==> src/rtl/uart_tx_port.sv <==
// Memory-mapped 8N1 UART transmitter behind the lisp_core register bus.
// A small FIFO decouples register writes from the serial frame sequencer.
module uart_tx_port #(
    parameter int CLOCKS_PER_BIT = 16,
    parameter int FIFO_DEPTH     = 8
) (
    input  logic        clk,
    input  logic        reset,
    input  logic [6:0]  register_index,
    input  logic        register_read,
    input  logic        register_write,
    input  logic [15:0] register_write_value,
    output logic [15:0] register_read_value,
    output logic        uart_tx
);

    localparam int AW = $clog2(FIFO_DEPTH);
    localparam logic [15:0] LAST_TICK  = 16'(CLOCKS_PER_BIT - 1);
    localparam logic [AW:0] DEPTH_CNT  = (AW + 1)'(FIFO_DEPTH);
    localparam logic [AW:0] CNT_ONE    = (AW + 1)'(1);
    localparam logic [AW-1:0] PTR_ONE  = AW'(1);

    typedef enum logic [1:0] {
        IDLE  = 2'd0,
        START = 2'd1,
        DATA  = 2'd2,
        STOP  = 2'd3
    } state_t;

    state_t          state;
    state_t          state_next;
    logic [15:0]     bit_cnt;
    logic [15:0]     bit_cnt_next;
    logic [2:0]      bit_idx;
    logic [2:0]      bit_idx_next;
    logic [7:0]      shift;
    logic [7:0]      shift_next;
    logic            tx_next;
    logic            pop;
    logic            bit_done;

    logic [7:0]      fifo_mem [FIFO_DEPTH];
    logic [AW-1:0]   wr_ptr;
    logic [AW-1:0]   rd_ptr;
    logic [AW:0]     count;
    logic            fifo_empty;
    logic            fifo_full;
    logic [7:0]      fifo_head;

    logic            overflow;
    logic            sel_tx_data;
    logic            sel_status;
    logic            push_req;
    logic            push_ok;
    logic            ovf_set;
    logic            ovf_clr;
    logic            busy;
    logic [15:0]     status;
    logic            unused_write_hi;

    // Register decode and FIFO bookkeeping
    assign sel_tx_data     = (register_index == 7'd0);
    assign sel_status      = (register_index == 7'd1);
    assign push_req        = !reset && register_write && sel_tx_data;
    assign fifo_empty      = (count == '0);
    assign fifo_full       = (count == DEPTH_CNT);
    assign fifo_head       = fifo_mem[rd_ptr];
    // A pop in the same cycle frees a slot, so a push into a full FIFO still lands.
    assign push_ok         = push_req && (!fifo_full || pop);
    assign ovf_set         = push_req && fifo_full && !pop;
    assign ovf_clr         = register_write && sel_status && register_write_value[3];
    assign busy            = (state != IDLE);
    assign status          = {12'h000, overflow, busy, fifo_full, fifo_empty};
    assign unused_write_hi = ^register_write_value[15:8];
    assign bit_done        = (bit_cnt == LAST_TICK);

    always_ff @(posedge clk) begin
        if (push_ok) begin
            fifo_mem[wr_ptr] <= register_write_value[7:0];
        end
    end

    always_ff @(posedge clk) begin
        if (reset) begin
            wr_ptr <= '0;
            rd_ptr <= '0;
            count  <= '0;
        end else begin
            if (push_ok) begin
                wr_ptr <= wr_ptr + PTR_ONE;
            end
            if (pop) begin
                rd_ptr <= rd_ptr + PTR_ONE;
            end
            case ({push_ok, pop})
                2'b10:   count <= count + CNT_ONE;
                2'b01:   count <= count - CNT_ONE;
                default: count <= count;
            endcase
        end
    end

    // A fresh overflow wins over a simultaneous clear.
    always_ff @(posedge clk) begin
        if (reset) begin
            overflow <= 1'b0;
        end else begin
            overflow <= (overflow && !ovf_clr) || ovf_set;
        end
    end

    always_ff @(posedge clk) begin
        if (reset) begin
            register_read_value <= 16'h0000;
        end else if (register_read) begin
            register_read_value <= sel_status ? status : 16'h0000;
        end
    end

    // Frame sequencer state
    always_ff @(posedge clk) begin
        if (reset) begin
            state   <= IDLE;
            bit_cnt <= '0;
            bit_idx <= '0;
            shift   <= '0;
            uart_tx <= 1'b1;
        end else begin
            state   <= state_next;
            bit_cnt <= bit_cnt_next;
            bit_idx <= bit_idx_next;
            shift   <= shift_next;
            uart_tx <= tx_next;
        end
    end

    always_comb begin
        state_next   = state;
        bit_cnt_next = bit_cnt;
        bit_idx_next = bit_idx;
        shift_next   = shift;
        tx_next      = uart_tx;
        pop          = 1'b0;

        case (state)
            IDLE: begin
                tx_next = 1'b1;
                if (!fifo_empty) begin
                    pop          = 1'b1;
                    shift_next   = fifo_head;
                    bit_cnt_next = '0;
                    tx_next      = 1'b0;
                    state_next   = START;
                end
            end
            START: begin
                if (bit_done) begin
                    bit_cnt_next = '0;
                    bit_idx_next = '0;
                    tx_next      = shift[0];
                    state_next   = DATA;
                end else begin
                    bit_cnt_next = bit_cnt + 16'd1;
                end
            end
            DATA: begin
                if (bit_done) begin
                    bit_cnt_next = '0;
                    if (bit_idx == 3'd7) begin
                        tx_next    = 1'b1;
                        state_next = STOP;
                    end else begin
                        bit_idx_next = bit_idx + 3'd1;
                        shift_next   = {1'b0, shift[7:1]};
                        tx_next      = shift[1];
                    end
                end else begin
                    bit_cnt_next = bit_cnt + 16'd1;
                end
            end
            STOP: begin
                if (bit_done) begin
                    bit_cnt_next = '0;
                    // Back-to-back frames: reload straight into START with no idle gap.
                    if (!fifo_empty) begin
                        pop        = 1'b1;
                        shift_next = fifo_head;
                        tx_next    = 1'b0;
                        state_next = START;
                    end else begin
                        tx_next    = 1'b1;
                        state_next = IDLE;
                    end
                end else begin
                    bit_cnt_next = bit_cnt + 16'd1;
                end
            end
            default: begin
                tx_next    = 1'b1;
                state_next = IDLE;
            end
        endcase
    end

endmodule

==> config.mk <==
export PLATFORM = sky130hd
export DESIGN_NAME = uart_tx_port
export DESIGN_NICKNAME = d
export VERILOG_FILES = /design/src/rtl/uart_tx_port.sv
export SDC_FILE = /design/constraint.sdc
export NUM_CORES = 1
export LEC_CHECK = 0
export ABC_AREA = 0
export CAP_MARGIN = 30
export CORE_ASPECT_RATIO = 0.6
export CORE_UTILIZATION = 54
export CTS_BUF_LIST = sky130_fd_sc_hd__clkbuf_2
export CTS_CLUSTER_DIAMETER = 150
export DETAILED_ROUTE_END_ITERATION = 6
export GPL_TIMING_DRIVEN = 1
export PLACE_DENSITY = 0.78
export SYNTH_ARGS = -nofsm -noshare
export SYNTH_HDL_FRONTEND = slang
export SYNTH_SLANG_ARGS = --single-unit
==> constraint.sdc <==
create_clock -name clk -period 3.21 [get_ports clk]
set_input_delay 0.642 -clock clk [delete_from_list [all_inputs] [get_ports clk]]
set_output_delay 0.642 -clock clk [all_outputs]
set_load 0.01 [all_outputs]
==> results of run 1 <==
[cell usage in the layout, fill, tap and decap left out, drive strengths merged, types with 2 or more instances in the layout]
| cell type | synthesis | routed |
|---|---|---|
| and4 | 2 | 2 |
| o221ai | 7 | 7 |
| inv | 14 | 17 |
| nand4b | 2 | 2 |
| and2 | 3 | 3 |
| clkdlybuf4s50 | 0 | 22 |
| a22oi | 3 | 3 |
| nand3b | 2 | 2 |
| a31oi | 6 | 6 |
| a21oi | 32 | 32 |
| ha | 13 | 13 |
| o31ai | 3 | 3 |
| nor2 | 33 | 33 |
| a31o | 2 | 2 |
| and3 | 2 | 2 |
| edfxtp | 64 | 64 |
| nor4 | 3 | 3 |
| or3 | 4 | 4 |
| mux2i | 10 | 10 |
| nand2b | 15 | 15 |
| a311oi | 10 | 10 |
| or4 | 9 | 9 |
| o41ai | 4 | 4 |
| nand3 | 7 | 7 |
| clkbuf | 15 | 9 |
| xor2 | 4 | 4 |
| nand2 | 21 | 21 |
| buf | 16 | 22 |
| nand4 | 6 | 6 |
| or4b | 3 | 3 |
| mux4 | 16 | 16 |
| clkinv | 0 | 3 |
| nor3 | 10 | 10 |
| o21ai | 15 | 15 |
| conb | 1 | 12 |
| dfxtp | 48 | 48 |
| nor2b | 2 | 2 |
[per-layer routing]
layer | vias up | track usage [%] | wire (um)
met5 | - | 0 | 0
met4 | 0 | 4.88 | 91
met3 | 9 | 5.51 | 657
met2 | 108 | 30.5 | 4400
met1 | 1704 | 33.9 | 5010
li1 | 1657 | - | -
[sequential cells by signal, indices dropped and copies added (netlist names), named ones only]
signal	count
overflow	1
register_read_value	4
fifo_mem	64
rd_ptr	3
shift	8
bit_idx	3
count	4
wr_ptr	3
bit_cnt	16
state	2
uart_tx	1
[critical path, cell delays in order, from the launching register on]
cell,delay [ns]
sky130_fd_sc_hd__dfxtp_1,0.43
sky130_fd_sc_hd__or4_4,0.58
sky130_fd_sc_hd__nor4_4,0.42
sky130_fd_sc_hd__a21oi_1,0.16
sky130_fd_sc_hd__nor3_2,0.22
sky130_fd_sc_hd__ha_1,0.23
sky130_fd_sc_hd__xor2_1,0.16
sky130_fd_sc_hd__ha_1,0.16
sky130_fd_sc_hd__a21oi_1,0.05
sky130_fd_sc_hd__xor2_1,0.16
sky130_fd_sc_hd__or3_1,0.30
sky130_fd_sc_hd__a21oi_1,0.13
[power by group]
group          switching (uW)  internal [uW]  total, uW
Clock                     506            133        640
Sequential               46.9           1560       1610
Combinational             373            268        640
[cell families after synthesis]
group,share of synthesized area (%)
and+or+nand+nor,13.9
DFF,56.7
AOI/OAI and AO/OA,11.6
buffers and inverters,4.36
muxes,9.36
adders and majority gates,3.20
xor gates and xnor gates,0.690
other,0.0738
[timing repair]
| item | CTS | global route |
|---|---|---|
| gates resized for setup | 0 | 2 |
| setup buffers | 0 | 0 |
| setup endpoints to repair | 0 | 1 |
| hold endpoints to repair | 0 | 0 |
[layout make-up]
cell class,instances,area share [%]
multi-input cells,272,36.0
clock inverters,7,1.42
clock buffers,9,0.801
flip-flops and latches,112,51.2
inverters,14,0.934
repair buffers,44,6.81
well taps,126,2.80
[metrics by stage]
stage	instance area, um2	power, uW	worst slack, ns
detailed placement	5490	2260	-0.0277
CTS	5620	2900	0.0955
floorplan	5120	2080	0.0935
finish	5630	2890	0.206
global route	5630	3020	0.0312
global placement	5490	2240	0.000663
[worst max-delay path by stage]
stage	cells past startpoint	from	end	slack, ns
2_1_floorplan	12	bit_cnt[6]	count[2]	0.09
3_5_place_dp	12	register_index[3]	count[2]	-0.03
4_1_cts	11	bit_cnt[9]	count[2]	0.1
5_1_grt	11	bit_cnt[7]	count[2]	0.03
6_report	11	bit_cnt[7]	count[2]	0.21
3_3_place_gp	12	register_index[3]	count[2]	0.0007
==> flow_summary.yaml, run 1 <==
global_route:
  grt_antenna_before_repair: 0
  track_usage_pct: 21.9
  grt-ovfl-total: 0
  grt_pass1_wl_um: 16300
  grt_start_max_net_pins: 57
  first_global_vias: 3110
placed_design:
  weighted_congestion_reported_at_the_end_of_routability_driven_placement: 0.915
  io_buffers: 23
  post-dp-hpwl_um: 7120
  placedCellCount: 568
timing:
  hold_violations: 0
  rsz0062_at_grt: "no"
  min_period_over_period_pct: 93.6
  slew_viol_final: 0
  pin_slew_with_the_least_headroom_to_its_limit_ns: 0.886
  worst_slew_margin_rel_pct: 40.7
  timing.final.setup_violations: 0
  final_layout_worst_hold_slack_ns: 0.451
  final.min_clock_period_ns: 3.00
  timing.clock.skew_ns: 0.0328
  maxClockFrequency_mhz: 333
  timing.setup.tns_ns: 0
routing:
  total_wirelength_um: 10200
  detail_route.iter0.violations: 447
  remaining_drc_errors: 0
  dr.pass1.iters: 7
  vias: 3478
  drtAntennaViolNets: 0
  avgRoutedWirePerCell_um: 17.4
  post_drt_via_cell_ratio: 5.96
yosys:
  yosys_most_used_dff: "sky130_fd_sc_hd__edfxtp_1"
  synth-edff-count: 64
  netlist_instances: 418
  synth.top_cells.by_area: "sky130_fd_sc_hd__edfxtp_1, sky130_fd_sc_hd__dfxtp_1, sky130_fd_sc_hd__mux4_2"
  synth-seq-area-share_pct: 56.7
  yosysWarningCount: 0
  synth.cells.most_frequent: "sky130_fd_sc_hd__edfxtp_1, sky130_fd_sc_hd__dfxtp_1, sky130_fd_sc_hd__nor2_1"
  syn-cell-area_mm2: 0.00508
  average_footprint_of_a_synthesized_cell_um2: 12.2
  post_synth_num_cell_types: 54
  synth_most_common_cell: "sky130_fd_sc_hd__edfxtp_1"
  synthDominantCellAreaShare_pct: 37.8
  async_reset_ff_share_pct: 0
  synthDominantAreaCellType: "sky130_fd_sc_hd__edfxtp_1"
  yosys_register_bits: 112
clock_tree:
  cts_tree: "yes"
  clock_insertion_delay_worst_skew_ns: 0.61
  cts.path.max_buffers: 2
  clkSinkCount: 112
  clock_tree.root_cell: "sky130_fd_sc_hd__clkbuf_2"
  cts_made_buffers: 9
  cts_h_tree_lvls: 3
  clk_pin_slew_ns: 0.34
  cts_hold_repair.buffers: 0
power:
  power_per_cell_area_mw_per_mm2: 513
  peakVddDrop_uv: 269
  static-leakage-power_uw: 0.00183
worst_setup_path:
  critical_path_required_ns: 3.80
  worst_r2r_startpoint: "bit_cnt[7]"
  worst_ep_arrival_time_ns: 3.59
  worstSetupPathType: "reg2reg"
  crit_path_end_kind: "flip-flop"
  r2r_slack_ns: 0.21
  r2r.worst_path.cells: 11
  r2r_end: "count[2]"
  worstSetupStartpointType: "flip-flop"
  critical_path.max_fanout: 7
cells_and_area:
  final_nets: 493
  multiInputGateArea_mm2: 0.00202
  diodes: 0
  ff_latch_area_mm2: 0.00288
  filler_cell_count: 664
  final_cell_count_no_fill: 584
  layout_cells_sized_above_1_pct: 15.5
  synthToLayoutAreaGrowth_pct: 10.7
  final_core_utilization_pct: 63.8
hold_path:
  timing.hold.worst.class: "in2reg"
  holdPathEnd: "overflow"
  hold_start: "reset"
  min_delay_path_depth: 4
die:
  die_area_mm2: 0.00981
  die_height_um: 77.1
  core_region_area_mm2: 0.00882
  initial_utilization_pct: 57.6
  design.portCount: 44
  die_x_um: 127
  rows: 26
status:
  run_status: "completed"
job:
  maxCapViolCount: 0
(Power assumes the default switching activity.)
==> run 2: changes to the inputs <==
Settings changed: TNS_END_PERCENT set to 10.
==> results of run 2 <==
No change in the layout: final DEF, timing and power equal those of run 1.
==> run 3: changes to the inputs <==
Settings changed: CORE_MARGIN set to 2.
==> run 3 against run 2 <==
Core utilization decreased by 2.2 points. Routed wire length increased by 0.87%. Global-route usage decreased by 0.40 points. Critical path depth unchanged. Non-clock buffer count up 2. Critical path type unchanged. Final cell count is 1.0% higher. Register-to-register slack about the same. Via count unchanged.
==> flow_summary.yaml, run 3 (synthesized netlist as in run 1, its figures left out) <==
hold_path:
  hold_start: "rd_ptr[2]"
  timing.hold.worst.class: "reg2reg"
  min_delay_path_depth: 2
  holdPathEnd: "rd_ptr[2]"
timing:
  final.min_clock_period_ns: 3.01
  rsz0062_at_grt: "no"
  maxClockFrequency_mhz: 332
  hold_violations: 0
  worst_slew_margin_rel_pct: 46.6
  pin_slew_with_the_least_headroom_to_its_limit_ns: 0.799
  timing.final.setup_violations: 0
  min_period_over_period_pct: 93.8
  final_layout_worst_hold_slack_ns: 0.495
  slew_viol_final: 0
  timing.setup.tns_ns: 0
  timing.clock.skew_ns: 0.0378
cells_and_area:
  final_nets: 495
  final_cell_mix: "sky130_fd_sc_hd__edfxtp_1, sky130_fd_sc_hd__dfxtp_1, sky130_fd_sc_hd__nor2_1"
  most_flop_heavy_register: "fifo_mem"
  largest_reg_flops: 64
  final_cell_count_no_fill: 590
  top_regs: "fifo_mem: 64 flops, bit_cnt: 16 flops, shift: 8 flops"
  fin_area_mm2: 0.00564
  layout_commonest_cell: "sky130_fd_sc_hd__edfxtp_1"
  diodes: 0
  layout_cells_sized_above_1_pct: 17.0
  synthToLayoutAreaGrowth_pct: 11.1
routing:
  vias: 3478
  avgRoutedWirePerCell_um: 17.4
  detail_route.iter0.violations: 313
  post_drt_via_cell_ratio: 5.89
  drtAntennaViolNets: 0
  dr.pass1.iters: 5
  total_wirelength_um: 10300
  remaining_drc_errors: 0
worst_setup_path:
  cp_slowest_cell: "sky130_fd_sc_hd__or4_4"
  r2r_slack_ns: 0.20
  r2r.worst_path.cells: 11
  worst_r2r_startpoint: "bit_cnt[13]"
  r2r_end: "count[2]"
  worst_ep_arrival_time_ns: 3.58
  critical-path-max-stage-delay_ns: 0.57
  worst-path-buf-inv: 0
  worstSetupPathType: "reg2reg"
  critical_path.cell_chain: "or4_4, nor4_4, a21oi_2, nor3_2, ha_1, xor2_1, ha_1, a21oi_2, xor2_1, or3_1, a21oi_1"
  critical_path_required_ns: 3.78
  crit_path_end_kind: "flip-flop"
  critical_path.max_fanout: 5
  worstSetupStartpointType: "flip-flop"
  worst_path_dominant_cell_family: "simple AND/OR/NAND/NOR gates"
global_route:
  grt_pass1_wl_um: 16700
  grt_start_max_net_pins: 57
  grt_antenna_before_repair: 0
  grt-ovfl-total: 0
  first_global_vias: 3294
  track_usage_pct: 21.5
clock_tree:
  clock_insertion_delay_worst_skew_ns: 0.61
  clk_pin_slew_ns: 0.32
  cts_made_buffers: 9
  cts_tree: "yes"
  clock_tree.root_cell: "sky130_fd_sc_hd__clkbuf_2"
  clkSinkCount: 112
  cts.path.max_buffers: 2
  cts_h_tree_lvls: 3
placed_design:
  io_buffers: 23
  post_detailed_placement_cell_area_mm2: 0.00551
  placedCellCount: 573
  post-dp-hpwl_um: 6960
  weighted_congestion_reported_at_the_end_of_routability_driven_placement: 0.873
job:
  maxCapViolCount: 0
die:
  design.portCount: 44
  rows: 27
  die_x_um: 129
  core_region_area_mm2: 0.00916
  die_height_um: 79.1
  initial_utilization_pct: 55.5
  die_area_mm2: 0.0102
power:
  total_power_uw: 2840
  static-leakage-power_uw: 0.00183
  peakVddDrop_uv: 268
  power_per_cell_area_mw_per_mm2: 504
status:
  run_status: "completed"
run 3: area by class of cell:
class / instances / area, um2
fill: 704 / 3510
sequential: 112 / 2890
multi-input combinational: 272 / 2040
timing repair buffer: 46 / 398
tap: 130 / 163
clock inverter: 7 / 61.3
inverter: 14 / 52.6
clock buffer: 9 / 45.0
run 3: layer usage:
layer  wire (um)  GRT usage (%)  vias to the layer above  share of wire, %
met4         163           6.41                        0               1.6
met1        5030           31.9                     1656                49
li1            -              -                     1660                 -
met3         764           6.06                       18               7.5
met5           0              0                        -                 0
met2        4300           30.6                      144                42
run 3: through the flow:
stage | util [%] | setup WS [ns]
6_report | 61.6 | 0.200
5_1_grt | 61.6 | 0.00938
4_1_cts | 61.3 | 0.0619
3_5_place_dp | 60.1 | -0.0372
3_3_place_gp | 60.1 | 0.0247
2_1_floorplan | - | 0.0935
run 3: repair_timing:
item                       4_1_cts  5_1_grt
hold buffers                     0        0
resized for setup                0        9
setup buffers                    0        1
setup endpoints to repair        0        1
run 3: worst max path at each step:
stage,start,end,cells past startpoint
final,bit_cnt[13],count[2],11
after detailed placement,register_index[3],count[2],12
after CTS,bit_cnt[9],count[2],11
after global placement,register_index[3],count[2],12
after floorplan,bit_cnt[6],count[2],12
after global routing,bit_cnt[13],count[2],11
run 3: power by group:
group | total (uW) | switching, uW | internal [uW]
clock network | 606 | 486 | 120
logic | 633 | 369 | 264
registers | 1610 | 45.7 | 1560
run 3: worst reg2reg max path, delay by kind of cell, from the launching register on:
kind	cells	cell delay, ns
fa+ha+maj	2	0.41
flops	1	0.42
compound gates	3	0.33
xor+xnor	2	0.32
simple gates	4	1.49
